**config.mk**
```make
export PLATFORM = sky130hd
export DESIGN_NAME = scirc529_obs
export DESIGN_NICKNAME = d
export VERILOG_FILES = /design/src/rtl/scirc529_obs.sv
export SDC_FILE = /design/constraint.sdc
export NUM_CORES = 1
export LEC_CHECK = 0
export BUFFER_PORTS_ARGS = -buffer_cell sky130_fd_sc_hd__buf_2
export CAP_MARGIN = 20
export CORE_MARGIN = 8
export CORE_UTILIZATION = 50
export CTS_CLUSTER_SIZE = 20
export DETAILED_ROUTE_END_ITERATION = 10
export PLACE_DENSITY_LB_ADDON = 0.1
export SLEW_MARGIN = 20
export SYNTH_ARGS = -nofsm -noshare
export SYNTH_HDL_FRONTEND = slang
export SYNTH_SLANG_ARGS = --single-unit
```
**constraint.sdc**
```tcl
create_clock -name clk_i -period 1.8 [get_ports clk_i]
set_input_delay 0.36 -clock clk_i [delete_from_list [all_inputs] [get_ports clk_i]]
set_output_delay 0.36 -clock clk_i [all_outputs]
set_load 0.1 [all_outputs]
```
**src/rtl/scirc529_obs.sv**
```systemverilog
// scirc529_obs: observer/decoder for the four-state sequence generator.
// Watches the generator's 2-bit state stream, recovers the input bit that
// caused each transition, flags illegal transitions, and packs recovered
// bits LSB-first into WORD_W-bit words offered on a valid/ready port.

module scirc529_obs #(
    parameter int WORD_W = 8
) (
    input  logic              clk_i,
    input  logic              rst_i,
    input  logic [1:0]        y_in_i2,
    input  logic              y_vld_i,
    input  logic              clr_i,
    output logic              x_out_o,
    output logic              x_vld_o,
    output logic [WORD_W-1:0] word_o,
    output logic              word_vld_o,
    input  logic              word_rdy_i,
    output logic              err_o,
    output logic              ovf_o
);

    localparam int CNT_W = $clog2(WORD_W);
    localparam logic [CNT_W-1:0] LAST_IDX = CNT_W'(WORD_W - 1);

    // TRACK decodes every sample against the previous one; HUNT only
    // re-acquires a reference state after a clear.
    typedef enum logic {
        TRACK = 1'b0,
        HUNT  = 1'b1
    } mode_e;

    // Decode one transition: returns {legal, x}.
    function automatic logic [1:0] decode_f(input logic [1:0] prev,
                                            input logic [1:0] samp);
        logic [1:0] res;
        res = 2'b00;
        case (prev)
            2'b00: begin
                case (samp)
                    2'b00:   res = 2'b10;
                    2'b01:   res = 2'b11;
                    default: res = 2'b00;
                endcase
            end
            2'b01: begin
                case (samp)
                    2'b11:   res = 2'b10;
                    2'b10:   res = 2'b11;
                    default: res = 2'b00;
                endcase
            end
            2'b10: begin
                case (samp)
                    2'b11:   res = 2'b10;
                    2'b10:   res = 2'b11;
                    default: res = 2'b00;
                endcase
            end
            2'b11: begin
                case (samp)
                    2'b00:   res = 2'b10;
                    2'b11:   res = 2'b11;
                    default: res = 2'b00;
                endcase
            end
            default: res = 2'b00;
        endcase
        return res;
    endfunction

    // State flops
    mode_e              mode_q,     mode_d;
    logic [1:0]         prev_q,     prev_d;
    logic [CNT_W-1:0]   cnt_q,      cnt_d;
    logic [WORD_W-1:0]  shift_q,    shift_d;
    logic               x_out_q,    x_out_d;
    logic               x_vld_q,    x_vld_d;
    logic [WORD_W-1:0]  word_q,     word_d;
    logic               word_vld_q, word_vld_d;
    logic               err_q,      err_d;
    logic               ovf_q,      ovf_d;

    // Combinational helpers
    logic [1:0]         dec_s;
    logic               legal_s;
    logic               x_s;
    logic [WORD_W-1:0]  packed_s;
    logic               xfer_s;

    // Decode the current sample and form the shift register with the new bit placed.
    always_comb begin
        dec_s    = decode_f(prev_q, y_in_i2);
        legal_s  = dec_s[1];
        x_s      = dec_s[0];
        packed_s = shift_q;
        packed_s[cnt_q] = x_s;
        xfer_s   = word_vld_q & word_rdy_i;
    end

    // Next-state logic for mode, sample tracking, packing and the output word.
    always_comb begin
        mode_d     = mode_q;
        prev_d     = prev_q;
        cnt_d      = cnt_q;
        shift_d    = shift_q;
        x_out_d    = x_out_q;
        x_vld_d    = 1'b0;
        word_d     = word_q;
        word_vld_d = word_vld_q;
        err_d      = err_q;
        ovf_d      = ovf_q;

        // A consumer transfer retires the current word unless a new one lands below.
        if (xfer_s) begin
            word_vld_d = 1'b0;
        end else begin
            word_vld_d = word_vld_q;
        end

        if (clr_i) begin
            // Clear beats any same-cycle sample; the word port keeps running.
            err_d  = 1'b0;
            ovf_d  = 1'b0;
            cnt_d  = {CNT_W{1'b0}};
            mode_d = HUNT;
        end else if (y_vld_i) begin
            case (mode_q)
                HUNT: begin
                    // Re-acquire the reference without emitting a bit.
                    prev_d = y_in_i2;
                    mode_d = TRACK;
                end
                TRACK: begin
                    prev_d = y_in_i2;
                    if (legal_s) begin
                        x_out_d = x_s;
                        x_vld_d = 1'b1;
                        shift_d = packed_s;
                        if (cnt_q == LAST_IDX) begin
                            cnt_d = {CNT_W{1'b0}};
                            if (!word_vld_q || word_rdy_i) begin
                                word_d     = packed_s;
                                word_vld_d = 1'b1;
                            end else begin
                                // Previous word still pending: drop this one.
                                ovf_d = 1'b1;
                            end
                        end else begin
                            cnt_d = cnt_q + CNT_W'(1);
                        end
                    end else begin
                        // Illegal transition: flag it, discard the partial
                        // word, and take this sample as the new reference.
                        err_d = 1'b1;
                        cnt_d = {CNT_W{1'b0}};
                    end
                end
                default: begin
                    mode_d = TRACK;
                end
            endcase
        end else begin
            mode_d = mode_q;
        end
    end

    // All state registers; asynchronous reset re-arms tracking from S0.
    always_ff @(posedge clk_i or negedge rst_i) begin
        if (!rst_i) begin
            mode_q     <= TRACK;
            prev_q     <= 2'b00;
            cnt_q      <= {CNT_W{1'b0}};
            shift_q    <= {WORD_W{1'b0}};
            x_out_q    <= 1'b0;
            x_vld_q    <= 1'b0;
            word_q     <= {WORD_W{1'b0}};
            word_vld_q <= 1'b0;
            err_q      <= 1'b0;
            ovf_q      <= 1'b0;
        end else begin
            mode_q     <= mode_d;
            prev_q     <= prev_d;
            cnt_q      <= cnt_d;
            shift_q    <= shift_d;
            x_out_q    <= x_out_d;
            x_vld_q    <= x_vld_d;
            word_q     <= word_d;
            word_vld_q <= word_vld_d;
            err_q      <= err_d;
            ovf_q      <= ovf_d;
        end
    end

    assign x_out_o    = x_out_q;
    assign x_vld_o    = x_vld_q;
    assign word_o     = word_q;
    assign word_vld_o = word_vld_q;
    assign err_o      = err_q;
    assign ovf_o      = ovf_q;

endmodule

```
==> key figures <==
Synth
  – Proportion of register bits with asynchronous set or reset after synthesis: 100%
  – FF+latch count, synth: 27
  – Portion of the post-synthesis area used by sequential elements: 45.8%
  – Mapped Area: 1480 sq um
  – Synth cell types: 30
  – Yosys warning total: 0
  – Number of enable flip-flop cells after synthesis: 0
  – Main flop type after synthesis: dfrtp_1
  – Average cell area after synthesis: 11.9 sq um
  – Gate count of the mapped netlist: 124
  – Synthesized netlist net count: 142

Die
  – Placeable core region: 2780 sq um
  – Num rows: 19
  – Starting density of the core: 53.0%
  – I/O pin cnt: 20
  – Die ar.: 4940 sq um
  – Horiz. Die Dim: 70.3 um
  – Height of the die: 70.3 um

Place
  – Worst slack, placed: -230 ps
  – Placed insts: 176
  – Placer congestion estimate: between 0.8 and 0.9
  – HPWL after detailed placement: approximately 1900 um
  – Count of buffers inserted at the top-level ports: 19

Timing
  – Final number of setup-violating endpoints: 11
  – Smallest setup slack after layout: -58.1 ps
  – Final hold slack: 18.7 ps
  – Post-layout min period: roughly 1900 ps
  – Count of final max-slew check failures: 0
  – Part of the cycle the worst path needs: 103%
  – Setup repair after global routing missed its margin: yes
  – Fmax: 538 MHz
  – Relative slew slack: 61.5%
  – Final setup TNS: -471 ps
  – Slew at the pin closest to its max-slew limit: 578 ps
  – Clock skew: 3.57 ps
  – Final Hold Vio Count: 0

Critical path
  – Crit path kind: reg -> reg
  – Internal reg-to-reg setup slack: -60 ps
  – Logic depth of the worst register-to-register path: 7
  – R2R Path End: word_o[6]$_DFFE_PN0P_
  – Destination of the critical timing path: word_o[6]$_DFFE_PN0P_
  – Startpoint class of the critical path: flip-flop
  – Launching element of the worst setup path: prev_q[1]$_DFFE_PN0P_
  – Worst EP arrival: approximately 2100 ps
  – Reg-to-reg startpoint: prev_q[1]$_DFFE_PN0P_
  – Element type at the critical path end: flip-flop
  – Worst Path Required: roughly 2000 ps
  – Largest fanout on the critical path: 8

Power
  – Peak VDD IR: 687 uV
  – Static Leakage: around 0.0009 uW
  – Fraction of power consumed by combinational cells: 25.7%
  – P per Cell Area: just over 700 nW/um^2
  – Switching share of power: 31.4%
  – Seq pwr share: roughly 54%
  – Internal Power: 844 uW
  – Share of total power in the clock network: 20.6%
  – Net Sw Power: 386 uW
  – Total power: 1230 uW

Cells and area
  – Final std cells w/o fill: ~180
  – Fraction of final layout cells sized beyond drive strength 1: 46.4%
  – Area delta synth->final: 16.3%
  – Fin nets: roughly 170
  – Antenna Diode Count: 0

Global routing
  – Antenna violations before repair: 0
  – Via count of the first global-routing pass: ~1100
  – GRT Resource Usage Total: between 10% and 20%
  – First-pass GRT wire length: 4640 um
  – Maximum number of pins on one net before global-route repair: 28
  – Sum of overflow across all layers after global routing: 0

Outcome
  – Run status: complete, but fails checks
  – Violated checks: negative setup slack

Clocking
  – Bufs on Longest Clock Path: 2
  – Clock tree root driver cell: clkbuf_4
  – Number of clock buffers inserted by TritonCTS: 3
  – Clock tree from TritonCTS: done
  – Clock-pin transition on the worst setup and hold timing paths: 130 ps
  – CTS sink count: 27
  – H-tree depth: 1
  – Clock latency at the later pin of the worst-skew pair: 320 ps
  – CTS Hold Buffers Added: 0

Drt
  – Average wire per standard cell: 14.2 um
  – DRC violation total after the first TritonRoute iteration: 49
  – Number of DRC violations after detailed routing: 0
  – Total via count in the routed design: roughly 1000
  – Final routed wirelength across all metal layers: 2620 um
  – Count of TritonRoute iterations in the first routing pass: 4
  – Number of vias per cell after detailed routing: 5.39
  – Post-detailed-route count of antenna-violating nets: 0

Worst hold path
  – Worst min-delay path category: in -> async

Job
  – Maximum Capacitance Violations: 0
## power groups by stage
stage	clock network, uW	logic [uW]	registers, uW
5_1_grt	296	346	668
3_3_place_gp	0	288	671
2_1_floorplan	0	127	751
3_5_place_dp	0	295	672
6_report	254	316	660
4_1_cts	269	309	661
## routing by layer
metal / GRT usage [%] / routed length (um) / vias to the layer above
met4: 2.23 / 15 / 0
met3: 4.38 / 131 / 2
met2: 18.6 / 1250 / 16
met5: 0 / 0 / -
met1: 13.4 / 1220 / 486
li1: - / - / 487
## worst min-delay path by stage
stage	startpoint	end	slack (ps)	cells after the start
after floorplan	rst_i	cnt_q[0]$_DFFE_PN0P_	60	0
after global placement	rst_i	err_o$_DFFE_PN0P_	400	1
after detailed placement	rst_i	ovf_o$_DFFE_PN0P_	400	1
after CTS	rst_i	mode_q$_DFFE_PN0P_	30	1
after global routing	rst_i	mode_q$_DFFE_PN0P_	50	1
final	rst_i	err_o$_DFFE_PN0P_	20	1
## state kept, by name, summed over array words and instances, names as in the netlist, 2 cells and up
| register | cells |
|---|---|
| shift_q | 8 |
| prev_q | 2 |
| word_o | 8 |
| cnt_q | 3 |
## synthesized netlist by cell type (2+ instances only)
library cell,number,area (sq um)
dfrtp_1,27,676
mux2_2,16,180
nand2_1,12,45.0
ha_1,11,138
nor2_1,10,37.5
mux2_4,8,120
inv_1,7,26.3
a21oi_1,3,15.0
nand3b_1,3,22.5
a22o_1,2,17.5
buf_2,2,10.0
clkbuf_1,2,7.51
nand2b_1,2,12.5
nor3b_1,2,15.0
o21ai_0,2,10.0
## cells in the final DEF (no fill, tap or decap), types with 2 or more instances in the layout
cell,netlist,layout
nand3b_1,3,3
clkbuf_4,0,3
buf_4,0,11
a21oi_1,3,3
nor2_1,10,10
dfrtp_1,27,27
inv_1,7,3
mux2_4,8,9
nand2b_1,2,2
nor3b_1,2,2
ha_1,11,8
nand2_1,12,11
o21ai_0,2,2
ha_2,0,2
mux2_2,16,15
inv_2,0,4
buf_2,2,19
a22o_1,2,2
## what timing repair did
action,4_1_cts,5_1_grt
setup endpoints to repair,13,17
gates resized for setup,2,0
setup buffers,2,2
## critical path, stage by stage, from the launching register on
cell and delay (ps):
dfrtp_1 420, inv_2 90, ha_4 200, o21a_1 130
o311ai_4 320, inv_6 60, and3_4 220, mux2_4 310
## layout make-up
| type | count | area [sq um] |
|---|---|---|
| Inverter | 8 | 35.0 |
| Sequential cell | 27 | 676 |
| Tap cell | 31 | 38.8 |
| Clock buffer | 4 | 26.3 |
| Timing Repair Buffer | 30 | 178 |
| Multi-Input combinational cell | 84 | 762 |
| Fill cell | 242 | 1070 |
## through the flow
stage	utilization, %	area (sq um)
final	61.7	1720
after global routing	61.7	1720
after CTS	61.1	1700
after detailed placement	59.4	1650
after global placement	59.4	1650
after floorplan	-	1500
## kinds of logic (layout without fill, tap and decap cells)
group | count (synthesis) | after routing | synth area share, %
buffers and inverters | 13 | 42 | 4.33
AOI/OAI and AO/OA | 13 | 13 | 7.21
DFF | 27 | 27 | 45.8
and+or+nand+nor | 36 | 36 | 13.0
muxes | 24 | 24 | 20.4
adders and majority gates | 11 | 11 | 9.33
Note: power is estimated with default switching activity, not from simulation.
